**src/rtl/irq_pending_ctrl_if.sv**
```systemverilog
// Consumer-side handshake for irq_pending_ctrl: captured request index with valid/ack.
// The controller drives valid/id (master); the consumer returns ack (slave).
interface irq_pending_ctrl_if;
   logic       irq_valid;
   logic [1:0] irq_id;
   logic       irq_ack;

   modport master (
      output irq_valid,
      output irq_id,
      input  irq_ack
   );

   modport slave (
      input  irq_valid,
      input  irq_id,
      output irq_ack
   );
endinterface

```
**src/rtl/irq_pending_ctrl.sv**
```systemverilog
// Edge-detecting sticky request capture ahead of a 4-to-2 priority encoder, presenting the
// encoder's winning index over a valid/ack handshake with an acknowledge timeout.
module irq_pending_ctrl #(
   parameter int unsigned ACK_TIMEOUT = 15
) (
   input  logic              clk,
   input  logic              rst,
   input  logic [3:0]        i_irq_in,
   input  logic [3:0]        i_irq_mask,
   output logic              o_enc_enable,
   output logic [3:0]        o_enc_d_in,
   input  logic [1:0]        i_enc_y,
   output logic              o_timeout,
   output logic [3:0]        o_pending,
   irq_pending_ctrl_if.master bus
);

   localparam int unsigned   CntW    = $clog2(ACK_TIMEOUT + 1);
   localparam logic [CntW-1:0] CntLast = CntW'(ACK_TIMEOUT - 1);
   localparam logic [CntW-1:0] CntOne  = CntW'(1);

   typedef enum logic [1:0] {
      StIdle    = 2'd0,
      StSample  = 2'd1,
      StWaitAck = 2'd2
   } state_e;

   state_e          r_state;
   state_e          w_state_next;

   logic [3:0]      r_irq_prev;
   logic [3:0]      r_pending;
   logic [1:0]      r_irq_id;
   logic            r_irq_valid;
   logic            r_timeout;
   logic [CntW-1:0] r_cnt;

   logic [3:0]      w_rise;
   logic [3:0]      w_masked;
   logic            w_any;
   logic            w_ack_ok;
   logic            w_expire;
   logic [3:0]      w_clr;

   assign w_rise   = i_irq_in & ~r_irq_prev;
   assign w_masked = r_pending & i_irq_mask;
   assign w_any    = |w_masked;
   assign w_ack_ok = (r_state == StWaitAck) && bus.irq_ack;
   // An ack in the final valid cycle takes precedence over the timeout.
   assign w_expire = (r_state == StWaitAck) && !bus.irq_ack && (r_cnt == CntLast);

   always_comb begin
      w_clr = 4'b0000;
      if (w_ack_ok) begin
         w_clr[r_irq_id] = 1'b1;
      end
   end

   // State register
   always_ff @(posedge clk) begin
      if (rst) begin
         r_state <= StIdle;
      end else begin
         r_state <= w_state_next;
      end
   end

   // Next-state logic
   always_comb begin
      w_state_next = r_state;
      case (r_state)
         StIdle: begin
            if (w_any) begin
               w_state_next = StSample;
            end
         end
         StSample: begin
            w_state_next = w_any ? StWaitAck : StIdle;
         end
         StWaitAck: begin
            if (w_ack_ok || w_expire) begin
               w_state_next = StIdle;
            end
         end
         default: begin
            w_state_next = StIdle;
         end
      endcase
   end

   // Output logic
   always_comb begin
      o_enc_enable = (r_state == StSample);
   end

   always_ff @(posedge clk) begin
      if (rst) begin
         r_irq_prev  <= 4'b0000;
         r_pending   <= 4'b0000;
         r_irq_id    <= 2'd0;
         r_irq_valid <= 1'b0;
         r_timeout   <= 1'b0;
         r_cnt       <= '0;
      end else begin
         r_irq_prev <= i_irq_in;
         // Set wins over clear on the same bit.
         r_pending  <= (r_pending & ~w_clr) | w_rise;
         r_timeout  <= w_expire;
         case (r_state)
            StSample: begin
               if (w_any) begin
                  r_irq_id    <= i_enc_y;
                  r_irq_valid <= 1'b1;
                  r_cnt       <= '0;
               end
            end
            StWaitAck: begin
               if (w_ack_ok || w_expire) begin
                  r_irq_valid <= 1'b0;
               end else begin
                  r_cnt <= r_cnt + CntOne;
               end
            end
            default: begin
            end
         endcase
      end
   end

   assign o_enc_d_in    = w_masked;
   assign o_pending     = r_pending;
   assign o_timeout     = r_timeout;
   assign bus.irq_valid = r_irq_valid;
   assign bus.irq_id    = r_irq_id;

endmodule

```
**src/flat_wrapper.sv**
```systemverilog
// flat-port wrapper written by rule: the top's interface ports become plain ports
module irq_pending_ctrl_flat 
#(
   parameter int unsigned ACK_TIMEOUT = 15
)
  (clk, rst, i_irq_in, i_irq_mask, o_enc_enable, o_enc_d_in, i_enc_y, o_timeout, o_pending, bus_irq_valid, bus_irq_id, bus_irq_ack);
  irq_pending_ctrl_if bus_i ();
  input  logic clk;
  input  logic rst;
  input  logic [3:0] i_irq_in;
  input  logic [3:0] i_irq_mask;
  output logic o_enc_enable;
  output logic [3:0] o_enc_d_in;
  input  logic [1:0] i_enc_y;
  output logic o_timeout;
  output logic [3:0] o_pending;
  output wire logic [$bits(bus_i.irq_valid)-1:0] bus_irq_valid;
  output wire logic [$bits(bus_i.irq_id)-1:0] bus_irq_id;
  input wire logic [$bits(bus_i.irq_ack)-1:0] bus_irq_ack;
  assign bus_irq_valid = bus_i.irq_valid;
  assign bus_irq_id = bus_i.irq_id;
  assign bus_i.irq_ack = bus_irq_ack;
  irq_pending_ctrl #(.ACK_TIMEOUT(ACK_TIMEOUT)) u_core (.clk(clk), .rst(rst), .i_irq_in(i_irq_in), .i_irq_mask(i_irq_mask), .o_enc_enable(o_enc_enable), .o_enc_d_in(o_enc_d_in), .i_enc_y(i_enc_y), .o_timeout(o_timeout), .o_pending(o_pending), .bus(bus_i));
endmodule
```
**config.mk**
```make
export PLATFORM = sky130hd
export DESIGN_NAME = irq_pending_ctrl_flat
export DESIGN_NICKNAME = d
export VERILOG_FILES = /design/src/rtl/irq_pending_ctrl_if.sv /design/src/rtl/irq_pending_ctrl.sv /design/src/flat_wrapper.sv
export SDC_FILE = /design/constraint.sdc
export NUM_CORES = 1
export LEC_CHECK = 0
export ABC_AREA = 1
export BUFFER_PORTS_ARGS = -buffer_cell sky130_fd_sc_hd__buf_4
export CAP_MARGIN = 30
export CORE_UTILIZATION = 56
export CTS_BUF_LIST = sky130_fd_sc_hd__clkbuf_4 sky130_fd_sc_hd__clkbuf_8
export CTS_CLUSTER_SIZE = 14
export DETAILED_ROUTE_END_ITERATION = 12
export PLACE_DENSITY = 0.82
export SYNTH_ARGS = -nofsm -noshare
export SYNTH_HDL_FRONTEND = slang
export SYNTH_SLANG_ARGS = --single-unit
```
**constraint.sdc**
```tcl
create_clock -name clk -period 4.2 [get_ports clk]
set_input_delay 0.84 -clock clk [delete_from_list [all_inputs] [get_ports clk]]
set_output_delay 0.84 -clock clk [all_outputs]
set_load 0.02 [all_outputs]
```
* Word level (Yosys, flattened, before mapping)
Index checks and enable logic that the tools add are counted.
** Word-level totals
- Input port bits :: 13
- Register bits :: 18
- Word-level logic and storage cells :: 49
** Cells by class
- Reductions and logical operators :: 13
- Order comparisons :: 2
- Equal/unequal tests :: 7
- Muxes and demuxes :: 13
- Bitwise logic cells :: 6
- Add/sub/neg operators :: 1
** Operators by type and width (number)
- $and A4 B4 Y4 :: 3
- $mux W4 :: 3
- $not A4 Y4 :: 2
- $pmux W4 S2 :: 1
- $mux W2 :: 3
- $pmux W2 S3 :: 1
- $reduce_and A3 Y1 :: 2
- $add A4 B1 Y4 const B :: 1
- $eq A4 B4 Y1 const B :: 1
- $logic_and A1 B1 Y1 :: 4
- $ne A2 B1 Y1 const B :: 2
- $ne A2 B2 Y1 const B :: 2
- $or A4 B4 Y4 :: 1
- $reduce_and A2 Y1 :: 2
- $reduce_or A4 Y1 :: 1
- $lt A2 B3 Y1 const B :: 1
- $mux W1 :: 3
- $demux W1 S2 :: 1
- $eq A2 B1 Y1 const B :: 1
- $eq A2 B2 Y1 const B :: 1
- $ge A2 B1 Y1 const B :: 1
- $logic_not A2 Y1 :: 1
- $pmux W1 S2 :: 1
- $reduce_bool A2 Y1 :: 1
- 2 further kinds :: 2

* Longest topological paths before layout
Gate-level depths: netlist (run 1).
- Word-level depth :: 8
- Mapped depth :: 10
- Gate-level depth less buffers :: 10

* Least setup slack after synthesis (run 1)
OpenSTA, ideal clock, no wires.
- Path type :: input to output
- Start point :: in i_irq_mask[1]
- End point :: out o_enc_d_in[1]
- Slack :: 2317 ps
- Buffers on the path :: 0
- Arrival :: 1043 ps
- Required time :: 3360 ps
- Cell stages on the path :: 2
- Cell sequence :: nand2_1 -> inv_1
** On the way
- Longest elaborated chain between the ends :: 1
** RTL lines
- from (decl) :: RTL line flat_wrapper.sv:11 : input logic [3:0] i_irq_mask;
- $and A4 B4 Y4 :: RTL line irq_pending_ctrl.sv:46 : assign w_masked = r_pending & i_irq_mask;
- to (decl) :: RTL line flat_wrapper.sv:13 : output logic [3:0] o_enc_d_in;
Every way passes these cells.

* Worst setup path in the final report (run 1)
- Start point :: in i_irq_mask[2]
- End point :: out o_enc_d_in[2]
Same word-level chain as after synthesis.

==> impl_summary.log, run 1 <==
INFO  metric numPlacedInstances = between 150 and 200
INFO  metric timing.final.setup_violations = 0
INFO  metric finish.instance_area = 1130 um^2
INFO  metric fin_worst_skew = 3.85 ps
INFO  metric synth.area.top_cells = sky130_fd_sc_hd__dfxtp_1 40%, sky130_fd_sc_hd__nand2_1 12%, sky130_fd_sc_hd__ha_1 8.4%, sky130_fd_sc_hd__inv_1 7.6%, sky130_fd_sc_hd__nor2_2 4.9%
INFO  metric cts_tree = done
INFO  metric drt_first_pass_iters = 4
INFO  metric detail_route.wirelength = ~1900 um
INFO  metric timing_worst_slew_pin_value = between 200 and 300 ps
INFO  metric power.internal = approximately 0.33 mW
INFO  metric detail-route-antenna-nets = 0
INFO  metric post_synth.cell_area_avg = between 7 and 8 um^2
INFO  metric timing.final.max_slew_violations = 0
INFO  metric fin_tns_setup = 0 ps
INFO  metric timing.rr.end = u_core.r_cnt[1]
INFO  metric timing.max_cap.violations = 0
INFO  metric grt_first_pass_wirelength = 3270 um
INFO  metric netlist.area_leader.share = between 40% and 50%
INFO  metric synth.largest_area_cell = sky130_fd_sc_hd__dfxtp_1
INFO  metric crit_path_max_fanout = 2
INFO  metric initialDrtViolationCount = 15
INFO  metric max_root_sink_buffers = 2
INFO  metric antenna_violations_before_repair = 0
INFO  metric synth_cells = 120
INFO  metric finalWorstPathRequiredPeriod = just over 2000 ps
INFO  metric numPortBuffers = 25
INFO  metric nNetsFinal = 168
INFO  metric ir_drop = between 0.3 and 0.4 mV
INFO  metric slew_headroom = just over 80%
INFO  metric core_area = ~1500 um^2
INFO  metric initial_core_utilization = about three fifths
INFO  metric power.total = roughly 0.53 mW
INFO  metric switching_power = about 0.19 mW
INFO  metric seq_power_share = a little over two fifths
INFO  metric instances_no_fill = around 160
INFO  metric switching_share = 36.9%
INFO  metric critPathArrivalTime = 1220 ps
INFO  metric dp_hpwl = approximately 1400 um
INFO  metric yosys_warnings = 0
INFO  metric worstSetupPathType = in -> out
INFO  metric place_area = between 1000 and 1500 um^2
INFO  metric hold_crit_path_type = reg -> reg
INFO  metric die_area = between 1500 and 2000 um^2
INFO  metric holdBufCountCts = 0
INFO  metric worstHoldEndpoint = u_core.o_pending[3]
INFO  metric register_to_register_setup_slack = roughly 2600 ps
INFO  metric placementRows = 14
INFO  metric num_antenna_cells = 0
INFO  metric worst_r2r_startpoint = u_core.r_state[0]
INFO  metric reg2reg_depth = 10
INFO  metric unrepaired_setup_endpoints_after_global_routing = false
INFO  metric cts_resized = 0
INFO  metric cts_made_buffers = 3
INFO  metric worstHoldPathCells = 1
INFO  metric layout-area-overhead-vs-synth = 26.7%
INFO  metric synth_sequential_area_ratio = around 40%
INFO  metric cts.htree.levels = 1
INFO  metric fin_crit_sh = between 40% and 50%
INFO  metric ys_ff_latch = 18
INFO  metric layout-drive-gt1-share = 30.4%
INFO  metric hold_violations = 0
INFO  metric p_comb_share = a little under two fifths
INFO  metric post_synth_num_cell_types = 24
INFO  metric num_vias = around 830
INFO  metric cts_num_sinks = 18
INFO  metric syn-num-nets = roughly 140
INFO  metric first_global_vias = 807
INFO  metric place_congestion = between 0.8 and 0.9
INFO  metric worstPathRequired = approximately 3400 ps
INFO  metric ioPinCount = 26
INFO  metric gr-total-overflow = 0
INFO  metric largest_net_degree_at_the_start_of_global_routing = 11
INFO  metric p_clk_share = around 20%
INFO  metric p_leak = about 0.57 nW
INFO  metric route.detailed.drc = 0
INFO  metric startpoint_type = input pin
INFO  metric endpoint_kind = output pin
INFO  metric die_boundary_height = 42.0 um
INFO  metric hp-start = u_core.r_irq_prev[3]
INFO  metric worstSkewPairLatency = just under 300 ps
INFO  metric track_usage = approximately a quarter
INFO  metric cts_setup_buffers = 0
INFO  metric wl_per_cell = between 10 and 15 um
INFO  metric cts_clk_pin_slew_worst_paths = 100 ps
INFO  metric achievable-frequency = just under 500 MHz
INFO  metric clock-root-buffer = sky130_fd_sc_hd__clkbuf_4
INFO  metric routed_via_density = 5.07
INFO  metric die_w = 42.0 um
INFO  metric power_per_cell_area = roughly 460 nW/um^2
INFO  metric run_status = finished, final reports clean
INFO  metric syn-cell-area = approximately 890 um^2
-- power groups by stage --
stage / Combinational (mW) / Clock (mW) / Sequential [mW]
floorplan: 0.126 / 0 / 0.236
global route: 0.218 / 0.114 / 0.230
finish: 0.194 / 0.105 / 0.226
CTS: 0.194 / 0.108 / 0.225
global placement: 0.186 / 0 / 0.226
detailed placement: 0.192 / 0 / 0.230
-- synth_stat cells, drive strengths merged --
master	count
a31o	1
dfxtp	18
nand3	5
o22ai	4
o31ai	2
o21bai	1
ha	6
buf	1
inv	19
nor2	15
nand2	31
or2	1
nand4	1
a21oi	6
nor3	1
clkinv	1
xnor2	1
o21ai	6
-- worst max-delay path by stage --
stage	endpoint	startpoint	slack, ps
4_1_cts	o_enc_d_in[2]	i_irq_mask[2]	2130
3_3_place_gp	o_enc_d_in[2]	i_irq_mask[2]	2140
5_1_grt	o_enc_d_in[2]	i_irq_mask[2]	2100
3_5_place_dp	o_enc_d_in[2]	i_irq_mask[2]	2130
6_report	o_enc_d_in[2]	i_irq_mask[2]	2140
2_1_floorplan	o_enc_d_in[1]	i_irq_mask[1]	2320
-- worst max-delay path: stages --
cell and delay (ps):
sky130_fd_sc_hd__buf_4 110, sky130_fd_sc_hd__nand2_1 90, sky130_fd_sc_hd__inv_1 40, sky130_fd_sc_hd__buf_4 150
-- per-layer routing --
layer	share of wire [%]	GRT usage, %	vias to the layer above
met4	0.69	7.74	0
met3	5.3	6.47	2
met1	47	28.5	371
li1	-	-	436
met2	46	41.3	23
met5	0	0	-
-- cell families (layout without fill, tap and decap cells) --
group	after synthesis	after routing	share of synthesized area (%)
adder cells (fa/ha/maj)	6	6	8.39
XOR/XNOR	1	1	0.979
AO/OA/AOI/OAI	20	20	13.4
buffers and inverters	21	49	8.95
flip-flops	18	18	40.3
AND/OR/NAND/NOR	54	54	28.0
-- layout by cell type (no fill, tap or decap), drive strengths merged, types with 2 or more instances in the layout --
| cell type | count |
|---|---|
| a21oi | 6 |
| buf | 25 |
| clkbuf | 4 |
| dfxtp | 18 |
| ha | 6 |
| inv | 19 |
| nand2 | 31 |
| nand3 | 5 |
| nor2 | 15 |
| o21ai | 6 |
| o22ai | 4 |
| o31ai | 2 |
-- cell type report --
| cell class | instances | area, um^2 |
|---|---|---|
| clock buffers | 4 | 36.3 |
| fillers | 135 | 373 |
| inverters | 20 | 75.1 |
| repair buffers | 25 | 188 |
| multi-input cells | 81 | 454 |
| flip-flops and latches | 18 | 360 |
| well taps | 16 | 20.0 |
-- state kept, by name, indices dropped and copies added, names as in the netlist --
signal,cells
u_core.o_pending,4
u_core.r_cnt,4
u_core.r_irq_prev,4
u_core.bus.irq_id,2
u_core.r_state,2
u_core.bus.irq_valid,1
u_core.o_timeout,1
-- stage by stage --
stage / util (%) / setup WS [ps] / hold slack [ps]
floorplan: - / 2320 / 408
global placement: 72.8 / 2140 / 410
detailed placement: 72.8 / 2130 / 418
CTS: 75.2 / 2130 / 433
global route: 75.2 / 2100 / 452
finish: 75.2 / 2140 / 430
No activity file was read; power rests on OpenSTA's default activity.
==> inputs of run 2 (changes only) <==
CORE_UTILIZATION = 47   (was 56)
PLACE_DENSITY = 0.73   (was 0.82)
clock period = 1.7 ns   (was 4.2 ns; I/O delays follow)
==> run 2 against run 1 <==
Effect of this change:
- sequential share of layout area shrank 0.31 points
- highest routed layer unchanged
- clock-buffer cell count is the same
- global-route usage shrank 3.1 points
- final cell count grew 5.5%
- design area grew 0.99%
- worst setup slack lost 2000 ps
- sequential power grew 140%
==> impl_summary.log, run 2 (same netlist as run 1, synthesis figures left out) <==
INFO  metric wl_per_cell = 10.5 um (was 11.5 um)
INFO  metric holdBufCountCts = 0 (unchanged)
INFO  metric gr-total-overflow = 0 (unchanged)
INFO  metric met2_usage = 32.9% (was 41.3%)
INFO  metric worst_r2r_startpoint = u_core.r_state[0] (unchanged)
INFO  metric achievable-frequency = between 600 and 700 MHz
INFO  metric worstSkewPairLatency = 290 ps (about the same)
INFO  metric die_w = 45.6 um (was 42.0 um)
INFO  metric finish.instance_area = 1140 um^2 (was 1130 um^2)
INFO  metric switching_share = 36.9% (about the same)
INFO  metric initialDrtViolationCount = 21 (was 15)
INFO  metric register_to_register_setup_slack = 170 ps (was 2610 ps)
INFO  metric commonest_non_fill_non_tap_cell_in_the_layout = sky130_fd_sc_hd__nand2_1 (unchanged)
INFO  metric endpoint_kind = flop (was output pin)
INFO  metric worstHoldEndpoint = u_core.r_irq_prev[2] (was u_core.o_pending[3])
INFO  metric drt_first_pass_iters = 5 (was 4)
INFO  metric fin_worst_skew = 6.33 ps (was 3.85 ps)
INFO  metric numPlacedInstances = 169 (was 160)
INFO  metric detail-route-antenna-nets = 0 (unchanged)
INFO  metric layout-drive-gt1-share = 30.4% (unchanged)
INFO  metric cts_made_buffers = 3 (unchanged)
INFO  metric reg2reg_depth = 10 (unchanged)
INFO  metric groute.layer.met1.usage = 27.3% (was 28.5%)
INFO  metric clock-root-buffer = sky130_fd_sc_hd__clkbuf_4 (unchanged)
INFO  metric grt_first_pass_wirelength = 3070 um (was 3270 um)
INFO  metric layout-area-overhead-vs-synth = 28.0% (was 26.7%)
INFO  metric nNetsFinal = 168 (unchanged)
INFO  metric timing_worst_slew_pin_value = 278 ps (was 263 ps)
INFO  metric first_global_vias = 742 (was 807)
INFO  metric fin_tns_setup = 0 ps (unchanged)
INFO  metric cts_num_sinks = 18 (unchanged)
INFO  metric switching_power = 0.479 mW (was 0.194 mW)
INFO  metric seq_power_share = 42.5% (was 43.1%)
INFO  metric timing.final.max_slew_violations = 0 (unchanged)
INFO  metric hold_violations = 0 (unchanged)
INFO  metric largest_net_degree_at_the_start_of_global_routing = 11 (unchanged)
INFO  metric core_area = 1760 um^2 (was 1510 um^2)
INFO  metric worstHoldPathCells = 3 (was 1)
INFO  metric initial_core_utilization = 50.7% (was 59.4%)
INFO  metric timing.max_cap.violations = 0 (unchanged)
INFO  metric grt_busiest_layer = met2 (unchanged)
INFO  metric layout.cells.most_common_list = 28 x sky130_fd_sc_hd__nand2_1, 25 x sky130_fd_sc_hd__buf_4, 18 x sky130_fd_sc_hd__inv_1, 18 x sky130_fd_sc_hd__dfxtp_1, 8 x sky130_fd_sc_hd__nor2_1 (unchanged)
INFO  metric hp-start = i_irq_in[2] (was u_core.r_irq_prev[3])
INFO  metric placementRows = 15 (was 14)
INFO  metric finalWorstPathRequiredPeriod = 1530 ps
INFO  metric max_root_sink_buffers = 2 (unchanged)
INFO  metric track_usage = 20.8% (was 23.9%)
INFO  metric timing.critical_path.from = u_core.r_state[0] (was i_irq_mask[2])
INFO  metric cts_clk_pin_slew_worst_paths = 110 ps (was 100 ps)
INFO  metric power.total = 1.30 mW (was 0.525 mW)
INFO  metric worstPathRequired = 1900 ps (was 3360 ps)
INFO  metric dp_hpwl = 1400 um (was 1440 um)
INFO  metric grtUsageMet3 = 2.38% (was 6.47%)
INFO  metric place_congestion = 0.769 (was 0.820)
INFO  metric die_boundary_height = 45.6 um (was 42.0 um)
INFO  metric power.internal = 0.821 mW (was 0.331 mW)
INFO  metric timing.final.setup_violations = 0 (unchanged)
INFO  metric worstSetupPathType = reg -> reg (was in -> out)
INFO  metric place_area = 1110 um^2 (was 1100 um^2)
INFO  metric routed_via_density = 4.78 (was 5.07)
INFO  metric hold_crit_path_type = in -> reg (was reg -> reg)
INFO  metric slew_headroom = 81.3% (was 82.4%)
INFO  metric cts_setup_buffers = 0 (unchanged)
INFO  metric num_antenna_cells = 0 (unchanged)
INFO  metric cts_tree = done (unchanged)
INFO  metric die_area = 2080 um^2 (was 1760 um^2)
INFO  metric ioPinCount = 26 (unchanged)
INFO  metric startpoint_type = flop (was input pin)
INFO  metric antenna_violations_before_repair = 0 (unchanged)
INFO  metric p_clk_share = 20.4% (was 20.0%)
INFO  metric crit_path_max_fanout = 6 (was 2)
INFO  metric p_leak = 0.569 nW (unchanged)
INFO  metric run_status = finished, final reports clean (unchanged)
INFO  metric cts_resized = 0 (unchanged)
INFO  metric detail_route.wirelength = 1810 um (was 1880 um)
INFO  metric fin_crit_sh = about nine tenths
INFO  metric critPathArrivalTime = 1740 ps (was 1220 ps)
INFO  metric unrepaired_setup_endpoints_after_global_routing = false (unchanged)
INFO  metric p_comb_share = 37.0% (was 36.9%)
INFO  metric instances_no_fill = 173 (was 164)
INFO  metric numPortBuffers = 25 (unchanged)
INFO  metric timing.rr.end = u_core.r_cnt[3] (was u_core.r_cnt[1])
INFO  metric route.detailed.drc = 0 (unchanged)
INFO  metric power_per_cell_area = 1140 nW/um^2 (was 463 nW/um^2)
INFO  metric ir_drop = 0.733 mV (was 0.313 mV)
INFO  metric cts.htree.levels = 1 (unchanged)
INFO  metric num_vias = 827 (was 832)
## run 2: cell counts in the layout (fill, tap and decap cells not counted)
No cell type changed its count.
## run 2: power by group through the flow
stage                     Sequential, mW  Combinational (mW)  Clock [mW]
after CTS                          0.553               0.480       0.272
after detailed placement           0.563               0.477           0
final                              0.553               0.482       0.265
after floorplan                    0.582               0.311           0
after global routing               0.563               0.544       0.292
after global placement             0.560               0.464           0
## run 2: metal layers
| layer | vias up | wire (um) |
|---|---|---|
| met4 | 0 | 26 |
| met3 | 6 | 82 |
| met2 | 29 | 765 |
| met5 | - | 0 |
| li1 | 435 | - |
| met1 | 357 | 937 |
## run 2: layout make-up
class / count / area, um^2
Fill cell: 185 / 619
Multi-Input combinational cell: 81 / 454
Sequential cell: 18 / 360
Timing Repair Buffer: 25 / 188
Inverter: 20 / 75.1
Clock buffer: 4 / 36.3
Tap cell: 25 / 31.3
## run 2: how the worst max path moves through the flow
stage / to / depth (start not counted)
floorplan: u_core.r_cnt[1] / 10
global placement: u_core.r_cnt[1] / 10
detailed placement: u_core.r_cnt[1] / 10
CTS: u_core.r_cnt[1] / 10
global route: u_core.r_cnt[3] / 10
finish: u_core.r_cnt[3] / 10
## run 2: through the flow
stage	hold slack, ps	setup slack, ps	utilization, %
after floorplan	408	317	-
after detailed placement	421	179	62.8
after CTS	248	160	64.9
final	251	169	64.9
after global placement	412	248	62.8
after global routing	251	15.7	64.9
## run 2: critical path: stages, from the launching register on
cell and delay (ps):
sky130_fd_sc_hd__dfxtp_1 370, sky130_fd_sc_hd__inv_1 80, sky130_fd_sc_hd__ha_1 260, sky130_fd_sc_hd__nand2_2 140, sky130_fd_sc_hd__inv_2 40, sky130_fd_sc_hd__nor2_2 170, sky130_fd_sc_hd__nor2_2 50, sky130_fd_sc_hd__nor2_2 150
sky130_fd_sc_hd__nand2_1 70, sky130_fd_sc_hd__nand2_1 70, sky130_fd_sc_hd__nor2_2 30
